**src/rtl/fetch_pkg.sv**
```systemverilog
// Shared constants for the fetch stage: state encoding, reset/halt defaults, NOP.
package fetch_pkg;

   typedef enum logic [1:0] {
      ST_RUN   = 2'd0,
      ST_HALT  = 2'd1,
      ST_FAULT = 2'd2
   } fetch_state_t;

   localparam logic [31:0] DEF_RESET_PC  = 32'h0000_0000;
   localparam logic [31:0] DEF_HALT_WORD = 32'h0000_000C;
   localparam logic [31:0] NOP_WORD      = 32'h0000_0000;
   localparam int unsigned DEF_CNT_W     = 32;

endpackage : fetch_pkg

```
**src/rtl/next_pc_sel.sv**
```systemverilog
// Combinational redirect target computation and next-PC priority mux.
module next_pc_sel (
   input  logic [31:0] pc_plus4,
   input  logic        branch_taken,
   input  logic [15:0] branch_offset,
   input  logic        jump,
   input  logic [25:0] jump_target,
   input  logic        jump_reg,
   input  logic [31:0] reg_target,
   output logic [31:0] next_pc
);

   logic [31:0] w_br_tgt;
   logic [31:0] w_j_tgt;

   assign w_br_tgt = pc_plus4 + {{14{branch_offset[15]}}, branch_offset, 2'b00};
   assign w_j_tgt  = {pc_plus4[31:28], jump_target, 2'b00};

   // Priority: register jump over direct jump over taken branch over sequential
   always_comb begin
      next_pc = pc_plus4;
      if (jump_reg)
         next_pc = reg_target;
      else if (jump)
         next_pc = w_j_tgt;
      else if (branch_taken)
         next_pc = w_br_tgt;
   end

endmodule : next_pc_sel

```
**src/rtl/pc_fetch_unit.sv**
```systemverilog
// Fetch stage: owns the PC, run/halt/fault state and retired-instruction counter.
module pc_fetch_unit
   import fetch_pkg::*;
#(
   parameter logic [31:0] RESET_PC  = DEF_RESET_PC,
   parameter logic [31:0] HALT_WORD = DEF_HALT_WORD,
   parameter int unsigned CNT_W     = DEF_CNT_W
) (
   input  logic             clk,
   input  logic             rst,
   input  logic             stall,
   input  logic             branch_taken,
   input  logic [15:0]      branch_offset,
   input  logic             jump,
   input  logic [25:0]      jump_target,
   input  logic             jump_reg,
   input  logic [31:0]      reg_target,
   output logic [31:0]      imem_addr,
   input  logic [31:0]      imem_data,
   output logic [31:0]      instr,
   output logic [31:0]      pc_plus4,
   output logic             halted,
   output logic             fault,
   output logic [CNT_W-1:0] retired_count
);

   logic [31:0]      r_pc;
   fetch_state_t     r_state;
   logic [CNT_W-1:0] r_count;

   logic [31:0]      w_pc_plus4;
   logic [31:0]      w_next_pc;
   logic [31:0]      w_instr;
   logic             w_run;
   logic             w_misaligned;

   assign w_run        = (r_state == ST_RUN);
   assign w_pc_plus4   = r_pc + 32'd4;
   assign w_instr      = w_run ? imem_data : NOP_WORD;
   assign w_misaligned = jump_reg && (reg_target[1:0] != 2'b00);

   next_pc_sel u_next_pc_sel (
      .pc_plus4      (w_pc_plus4),
      .branch_taken  (branch_taken),
      .branch_offset (branch_offset),
      .jump          (jump),
      .jump_target   (jump_target),
      .jump_reg      (jump_reg),
      .reg_target    (reg_target),
      .next_pc       (w_next_pc)
   );

   // PC, state and saturating retire counter; halt word beats faults and redirects
   always_ff @(posedge clk or posedge rst) begin
      if (rst) begin
         r_pc    <= RESET_PC;
         r_state <= ST_RUN;
         r_count <= '0;
      end else if (w_run && !stall) begin
         if (w_instr == HALT_WORD) begin
            r_state <= ST_HALT;
            if (r_count != '1)
               r_count <= r_count + CNT_W'(1);
         end else if (w_misaligned) begin
            r_state <= ST_FAULT;
         end else begin
            r_pc <= w_next_pc;
            if (r_count != '1)
               r_count <= r_count + CNT_W'(1);
         end
      end
   end

   assign imem_addr     = r_pc;
   assign pc_plus4      = w_pc_plus4;
   assign instr         = w_instr;
   assign halted        = (r_state == ST_HALT);
   assign fault         = (r_state == ST_FAULT);
   assign retired_count = r_count;

endmodule : pc_fetch_unit

```
**config.mk**
```make
export PLATFORM = sky130hd
export DESIGN_NAME = pc_fetch_unit
export DESIGN_NICKNAME = d
export VERILOG_FILES = /design/src/rtl/fetch_pkg.sv /design/src/rtl/next_pc_sel.sv /design/src/rtl/pc_fetch_unit.sv
export SDC_FILE = /design/constraint.sdc
export NUM_CORES = 1
export LEC_CHECK = 0
export ABC_CLOCK_PERIOD_IN_PS = 5200
export BUFFER_PORTS_ARGS = -buffer_cell sky130_fd_sc_hd__buf_2
export CAP_MARGIN = 20
export CORE_MARGIN = 8
export CORE_UTILIZATION = 54
export DETAILED_ROUTE_END_ITERATION = 12
export GPL_TIMING_DRIVEN = 0
export HOLD_SLACK_MARGIN = 0.12
export PLACE_DENSITY_LB_ADDON = 0.2
export SYNTH_ARGS = -nofsm -noshare
export SYNTH_HDL_FRONTEND = slang
export SYNTH_SLANG_ARGS = --single-unit
```
**constraint.sdc**
```tcl
create_clock -name clk -period 5.2 [get_ports clk]
set_input_delay 0.52 -clock clk [delete_from_list [all_inputs] [get_ports clk]]
set_output_delay 0.52 -clock clk [all_outputs]
set_load 0.01 [all_outputs]
```
Word-level counts from Yosys, hierarchy flattened
Index checks and enable logic that the tools add are counted.
- $lt $le $gt $ge: 0
- mux-type cells: 9
- $mul: 0
- shift-type cells: 0
- equal/unequal tests: 5
- div/mod/pow operators: 0
- reduce and logical (&&, ||, !) cells: 9
- bitwise operators: 2
- add/subtract/negate cells: 3
- operators by type and width (cell ; count):
    32-bit 2-to-1 mux ; 7
    32-bit by 1-bit adder with 32-bit output (second input constant) ; 1
    32-bit by 3-bit adder with 32-bit output (second input constant) ; 1
    32-bit adder ; 1
    32-bit by 4-bit equality test with 1-bit output (second input constant) ; 1
    32-bit != test (second input constant) ; 1
    2-bit 2-to-1 mux ; 2
    2-bit AND reduction ; 2
    2-bit nonzero test ; 2
    3-bit AND reduction ; 1
    2-bit by 1-bit equality test with 1-bit output (second input constant) ; 1
    2-bit equality test (second input constant) ; 1
    1-bit logical AND ; 2
    2-bit zero test ; 1
    2-bit by 1-bit != test with 1-bit output (second input constant) ; 1
    1-bit inverter ; 2
    1-bit zero test ; 1
- output and inout port bits: 130
- memories: 0
- RAM bits: 0
- word-level logic and storage cells: 31
- flip-flop bits (word level): 66
- input port bits: 112
- bits in latches: 0
- ROM bits: 0

Longest topological paths before layout
Gate-level depths: netlist (run 1).
- depth in word-level cells: 5
- gate-level depth with buffers: 16
- gate-level depth less buffers: 15

Modules after synthesis
From an unflattened synthesis (run 1), not the netlist that was laid out.
- cell total of the unflattened synthesis: 706
- area, all modules: 6059.6 µm²
- by module, submodules not included (module ; times used ; area an instance (µm²) ; cells an instance ; seq. area each (µm²)):
    pc_fetch_unit ; 1 ; 3677.3 ; 361 ; 1651.6
    next_pc_sel ; 1 ; 2382.3 ; 345 ; 0.0

Least setup slack after synthesis (run 1)
Ideal clock, no wire load.
- kind: register to register
- start point: register r_pc[3] (netlist: imem_addr[3])
- end point: register r_pc[31] (netlist: imem_addr[31])
- setup slack: 1553 ps
- buffers on the path: 1
- stages on the path, launching flop included: 17
- data arrival time: 3581 ps
- data required time: 5134 ps
- library setup time: 66 ps
- period minus slack after synthesis: 3647 ps
- path through: dfrtp_1 > ha_1 > inv_1 > or3_1 > nor2_1 > nand4_1 > xnor2_1 > ha_1 > clkbuf_1 > nand2_1 > nor2_1 > nand4_1 > o21ai_1 > a21oi_1 > or3b_1 > a311oi_1 > o32a_1
- longest elaborated chain between the ends: 5
- RTL lines (what ; RTL line ; source):
    from (decl) ; pc_fetch_unit.sv:27 ; logic [31:0] r_pc;
    from (signal assigned) ; pc_fetch_unit.sv:67 ; r_pc <= w_next_pc;
    32-bit by 3-bit adder with 32-bit output ; pc_fetch_unit.sv:38 ; assign w_pc_plus4 = r_pc + 32'd4;
    via pc_plus4[22] ; pc_fetch_unit.sv:21 ; output logic [31:0] pc_plus4,
    32-bit adder ; next_pc_sel.sv:16 ; assign w_br_tgt = pc_plus4 + {{14{branch_offset[15]}}, branch_offset, 2'b00};
    32-bit 2-to-1 mux ; next_pc_sel.sv:26 ; else if (branch_taken)
    32-bit 2-to-1 mux ; next_pc_sel.sv:24 ; else if (jump)
    32-bit 2-to-1 mux ; next_pc_sel.sv:22 ; if (jump_reg)
The timed path passes the listed nets, and every way through them passes these cells.
A chain may end at the register's enable or synchronous reset.

Worst setup path after layout (run 1)
- start point: register r_pc[3] (netlist: imem_addr[3])
- end point: register r_pc[31] (netlist: imem_addr[31])
- longest elaborated chain between the ends: 5
- RTL lines (what ; RTL line):
    32-bit by 3-bit adder with 32-bit output (*) ; pc_fetch_unit.sv:38
    32-bit adder ; next_pc_sel.sv:16
    32-bit 2-to-1 mux ; next_pc_sel.sv:26
    32-bit 2-to-1 mux (*) ; next_pc_sel.sv:24
    32-bit 2-to-1 mux (*) ; next_pc_sel.sv:22
Mark *: on every way between the ends. The rest lies on a longest branch, timed or not.

==> results of run 1 <==
==> final timing paths <==
kind,startpoint,end,slack (ns)
worst min-delay path,rst,retired_count[7],0.33
max in group asynchronous,rst,imem_addr[16],4.32
worst max register to register,imem_addr[3],imem_addr[31],0.84
worst min register to register,retired_count[19],retired_count[19],0.48
min in group clk,stall,r_state[1],0.38
worst max-delay path,imem_addr[3],imem_addr[31],0.84
==> cells in the mapped netlist (3+ instances only) <==
cell type / instances
o211ai_1: 5
clkbuf_1: 26
xor2_1: 28
mux2i_1: 13
or3_1: 5
o221ai_1: 3
nor2_1: 65
a211o_1: 3
nand2b_1: 4
nor3_1: 13
a211oi_1: 12
ha_1: 37
dfrtp_1: 66
o21ai_1: 10
nor2b_1: 5
o21a_1: 3
and2_1: 35
nor4_2: 6
xnor2_1: 51
a31oi_1: 4
o21ai_0: 24
and4_1: 5
a21o_1: 13
nand3_1: 36
nand2_1: 73
a211oi_2: 3
a221o_1: 7
a21oi_1: 45
nor3_2: 6
o22ai_1: 16
inv_1: 21
nand4_1: 22
and3_1: 18
nor4_1: 6
o21bai_1: 7
==> sequential cells by signal (all words and copies together), names as in the netlist <==
signal and cells:
imem_addr 32, r_state 2, retired_count 32
==> routing by layer <==
layer	wire, µm	track usage (%)	vias to the layer above
li1	-	-	3200
met5	0	0	-
met2	10700	49.3	450
met1	8700	35.6	3139
met3	2540	7.03	71
met4	761	12.6	0
==> area by class of cell <==
type / count / area [µm²] / area share [%]
clock inverters: 7 / 77.6 / 1.02
multi-input cells: 620 / 4160 / 54.6
flip-flops and latches: 66 / 1650 / 21.7
diodes: 2 / 5.00 / 0.0657
repair buffers: 241 / 1210 / 15.8
inverters: 21 / 81.3 / 1.07
well taps: 140 / 175 / 2.30
clock buffers: 9 / 124 / 1.63
plain buffers: 32 / 136 / 1.79
==> power by group through the flow <==
| stage | clock network (W) | registers, W | logic, W |
|---|---|---|---|
| final | 0.000456 | 0.000571 | 0.000455 |
| after global routing | 0.000482 | 0.000574 | 0.000495 |
| after CTS | 0.000464 | 0.000569 | 0.000448 |
| after detailed placement | 0 | 0.000579 | 0.000446 |
| after global placement | 0 | 0.000579 | 0.000440 |
| after floorplan | 0 | 0.000582 | 0.000274 |
==> metrics by stage <==
step | area, µm² | hold WS [ns] | total power (W) | utilization (%) | std cells
6_report | 7610 | 0.330 | 0.00148 | 69.9 | 1138
5_1_grt | 7610 | 0.376 | 0.00155 | 69.9 | 1138
4_1_cts | 7610 | 0.356 | 0.00148 | 69.9 | 1136
3_5_place_dp | 7410 | 0.475 | 0.00103 | 68.0 | 1120
3_3_place_gp | 7410 | 0.472 | 0.00102 | 68.0 | 1120
2_1_floorplan | 6020 | 0.515 | 0.000856 | - | 739
==> kinds of logic after synthesis <==
group | count (synthesis) | share of synthesized area [%]
AND/OR/NAND/NOR | 308 | 27.0
AO/OA/AOI/OAI | 179 | 19.8
XOR/XNOR | 79 | 11.5
flip-flops | 66 | 27.4
buffers and inverters | 53 | 3.57
adder cells (fa/ha/maj) | 38 | 8.02
multiplexers | 16 | 2.72
==> summary.md, run 1 <==
| Metric | Value |
|---|---|
| Area of the core | `0.0109 mm²` |
| PortBufs | `241` |
| Synth Register Bits | `66` |
| Cell Pwr Density | `195 mW/mm²` |
| Largest net degree at the start of global routing | `67` |
| Cell family with most CP delay | `simple AND/OR/NAND/NOR gates` |
| Crit path depth | `16` |
| Synth Warn # | `0` |
| Area Growth Syn to Fin | `26.4%` |
| Fin nets | `1,141` |
| FP Rows | `38` |
| Worst path cell trace | `ha_1, inv_1, or3_1, nor2_1, nand4_1, xnor2_1, ha_1, clkbuf_1, nand2_1, nor2_1, nand4_1, o21ai_1, a21oi_1, or3b_1, a311oi_1, o32a_1` |
| Clk_lat worst skew | `0.36 ns` |
| Setup Fix Bufs, Post-CTS | `0` |
| # hold bufs at CTS | `0` |
| Most frequent cells in the layout | `buf_2, nand2_1, dfrtp_1` |
| Final HPWL DP | `18,000 µm` |
| Top Ports | `242` |
| GRT Overall Usage | `29.5%` |
| Effective utilization at floorplan | `55.3%` |
| CTS buffer count | `9` |
| CP peak stage delay | `0.52 ns` |
| Combinational share of power | `30.7%` |
| Main flop type after synthesis | `dfrtp_1` |
| P_leak | `3.88 nW` |
| Crit path time final | `4.36 ns` |
| Die area | `0.0148 mm²` |
| Worst Setup End Kind | `flip-flop` |
| Worst Path Required | `5.50 ns` |
| Setup Skew | `0.0127 ns` |
| VDD IR-drop max | `0.167 mV` |
| DRC Markers | `0` |
| Min-delay worst type | `in -> async` |
| Tcrit/Tclk final | `83.8%` |
| Pins Over Slew Limit | `0` |
| Synth Instances | `739` |
| Peak Freq | `229 MHz` |
| Layout cells sized above 1 | `28.8%` |
| Initial antenna violation count | `2` |
| Pint | `0.000949 W` |
| Final ANT Viol Nets | `0` |
| Die Ht | `122 µm` |
| Post-synth ARST share | `100%` |
| Clock transition at the registers of the reported paths | `0.08 ns` |
| Mean post-synth cell area | `8.15 µm²` |
| Ranking of synthesized cells by area | `dfrtp_1, ha_1, xnor2_1` |
| Switching pwr | `0.000533 W` |
| Total gr overflow | `0` |
| Yosys cell types | `67` |
| Crit path max fanout | `7` |
| Area leader, netlist | `dfrtp_1` |
| Die width | `122 µm` |
| Sw Ratio | `36.0%` |
| Final setup viols | `0` |
| Crit path DAT | `4.66 ns` |
| Reg power frac | `38.5%` |
| CP max-delay cell | `dfrtp_1` |
| Clock sinks | `66` |
| CTS root buf | `clkbuf_8` |
| Vias in the first global route | `6,580` |
| Filler cells | `961` |
| Global-route wire length before repair | `34,500 µm` |
| Placement Setup Slack | `0.974 ns` |
| Maxcap violations | `0` |
| Commonest non-fill, non-tap cell in the layout | `buf_2` |
| CP Launch Type | `flip-flop` |
| Final WS setup | `0.841 ns` |
| Status | `finished, final reports clean` |
| TritonRoute pass-1 iters | `5` |
| Critical path type | `reg -> reg` |
| Detailed-route via count | `6,860` |
| Final WL | `22,700 µm` |
| Vias per cell | `6.03` |
| Setup_tns | `0 ns` |
| Clock buffer depth | `2` |
| Measured slew at the worst slew-check pin | `1.04 ns` |
| Final Hold Vio Count | `0` |
| Depth of the most critical reg-to-reg path | `16` |
| Syn nets | `889` |
| Post-Syn Area | `0.00602 mm²` |
| CTS tree | `built` |
| Clock Power Share | `30.8%` |
| Area share of the largest cell type after synthesis | `27.4%` |
| GP Congestion | `0.949` |
| Number of synthesized flops with an enable pin | `0` |
| Worst path bufs/invs | `2` |
| CTS H-tree depth | `3` |
| Worst slew margin | `30.7%` |
| RSZ-0062 raised after global routing | `false` |
| Post-synthesis sequential area ratio | `27.4%` |
| WL/cell | `20.0 µm` |
| Resize count post-CTS | `0` |
| DRT iter0 DRCs | `556` |
No activity file was read; power rests on OpenSTA's default activity.
==> inputs of run 2 (changes only) <==
ABC_CLOCK_PERIOD_IN_PS = 3800   (was 5200)
CORE_UTILIZATION = 45   (was 54)
clock period = 3.8 ns   (was 5.2 ns; I/O delays follow)
==> summary.md, run 2 (same netlist as run 1, synthesis figures left out) <==
| Metric | Value |
|---|---|
| Status | `finished, final reports clean` |
| Vias per cell | `5.84` |
| Detailed-route via count | `6,937` |
| Peak Freq | `271 MHz` |
| Final WS setup | `0.113 ns` |
| Final setup viols | `0` |
| TritonRoute pass-1 iters | `5` |
| Cell Pwr Density | `302 mW/mm²` |
| Largest net degree at the start of global routing | `67` |
| WL/cell | `20.7 µm` |
| DRC Markers | `0` |
| Placement Setup Slack | `-0.481 ns` |
| CTS buffer count | `9` |
| Setup Skew | `0.00923 ns` |
| Crit path DAT | `3.91 ns` |
| Crit path max fanout | `5` |
| Final ANT Viol Nets | `0` |
| FP Rows | `42` |
| Clock buffer depth | `2` |
| CP peak stage delay | `0.45 ns` |
| GRT Overall Usage | `27.0%` |
| Worst path bufs/invs | `2` |
| Min-delay worst type | `in -> async` |
| P_leak | `4.08 nW` |
| Maxcap violations | `0` |
| Effective utilization at floorplan | `45.9%` |
| Final WL | `24,600 µm` |
| Clk_lat worst skew | `0.35 ns` |
| Die Ht | `132 µm` |
| Commonest non-fill, non-tap cell in the layout | `buf_2` |
| DRT iter0 DRCs | `491` |
| Die width | `132 µm` |
| Filler cells | `1,180` |
| CP max-delay cell | `dfrtp_2` |
| Tcrit/Tclk final | `97.0%` |
| Worst path cell trace | `ha_4, inv_1, or3_4, inv_2, nand2_1, xnor2_2, ha_4, nand4_1, a21oi_1, or3_1, a21o_1, a31oi_4, xor2_1, a21oi_1, a221o_1` |
| Measured slew at the worst slew-check pin | `0.830 ns` |
| Worst slew margin | `44.7%` |
| CTS tree | `built` |
| Global-route wire length before repair | `37,500 µm` |
| Vias in the first global route | `6,812` |
| Critical path type | `reg -> reg` |
| GP Congestion | `0.976` |
| Crit path time final | `3.69 ns` |
| Cell family with most CP delay | `simple AND/OR/NAND/NOR gates` |
| Fin nets | `1,156` |
| Final Hold Vio Count | `0` |
| Layout cells sized above 1 | `34.5%` |
| Most frequent cells in the layout | `buf_2, nand2_1, nor2_1` |
| Worst Setup End Kind | `flip-flop` |
| Total gr overflow | `0` |
| Area Growth Syn to Fin | `35.7%` |
| Die area | `0.0173 mm²` |
| Pins Over Slew Limit | `0` |
| CTS H-tree depth | `3` |
| # hold bufs at CTS | `0` |
| Area of the core | `0.0131 mm²` |
| CTS root buf | `clkbuf_16` |
| Worst hold slack | `0.204 ns` |
| Top Ports | `242` |
| CP Launch Type | `flip-flop` |
| Worst Path Required | `4.02 ns` |
| Clock sinks | `66` |
| VDD IR-drop max | `0.240 mV` |
| Clock transition at the registers of the reported paths | `0.06 ns` |
| PortBufs | `241` |
| Final HPWL DP | `18,900 µm` |
| Initial antenna violation count | `1` |
run 2: changes by cell type in the layout (fill, tap and decap cells not counted), sizes merged:
cell,previous run,this run
bufinv,1,3
clkinv,4,0
clkbuf,35,32
buf,247,265
clkinvlp,0,2
diode,2,1
run 2: layout make-up:
class	count	area, µm²	share of cell area, %
Multi-Input combinational cell	620	4380	53.6
Timing Repair Buffer	259	1350	16.6
Inverter	21	81.3	0.995
Antenna cell	1	2.50	0.0306
Clock buffer	9	225	2.76
Buffer	29	125	1.53
Tap cell	176	220	2.69
Sequential cell	66	1660	20.3
Clock inverter	7	123	1.50
run 2: layer usage:
metal | vias to the layer above | global-route usage, % | part of all wire [%]
met3 | 52 | 6.75 | 9.4
met2 | 380 | 44.8 | 47
met1 | 3278 | 32.4 | 40
met4 | 0 | 11.6 | 3.5
li1 | 3227 | - | -
met5 | - | 0 | 0
run 2: power breakdown:
part / switching, W / total [W] / internal, W
Combinational: 0.000389 / 0.000680 / 0.000292
Sequential: 0.0000510 / 0.000785 / 0.000734
Clock: 0.000354 / 0.000999 / 0.000646
Total: 0.000793 / 0.00246 / 0.00167
run 2: final timing paths:
path,start,slack (ns),end,depth (start not counted)
setup / recovery,imem_addr[3],0.11,imem_addr[20],15
hold / removal,rst,0.20,retired_count[10],2
setup reg to reg,imem_addr[3],0.11,imem_addr[20],15
hold reg to reg,retired_count[17],0.48,retired_count[17],1
max in group asynchronous,rst,3.01,imem_addr[11],2
min in group clk,stall,0.26,r_state[1],2
run 2: repair_timing:
action                                  CTS  global route
endpoints found under the setup margin   17            14
endpoints found under the hold margin     0             0
gates cloned                              0             0
pin swaps                                 2            14
gates resized for setup                  15            35
buffers inserted                          2            16
run 2: stage by stage:
stage / cells / util, % / power (W) / area (µm²) / setup TNS (ns)
floorplan: 739 / - / 0.00117 / 6020 / 0
global placement: 1156 / 56.7 / 0.00141 / 7450 / -2.83
detailed placement: 1156 / 56.7 / 0.00141 / 7450 / -3.31
CTS: 1172 / 60.0 / 0.00242 / 7890 / 0
global route: 1188 / 62.2 / 0.00256 / 8170 / -0.0171
finish: 1188 / 62.2 / 0.00246 / 8170 / 0
run 2: worst register-to-register path, delay by kind of cell (launching register included):
family                   cells  cell delay (ns)
AO/OA/AOI/OAI                5             1.03
XOR/XNOR                     2             0.47
adder cells (fa/ha/maj)      2             0.45
buffers and inverters        2             0.15
flip-flops                   1             0.45
AND/OR/NAND/NOR              4             1.03
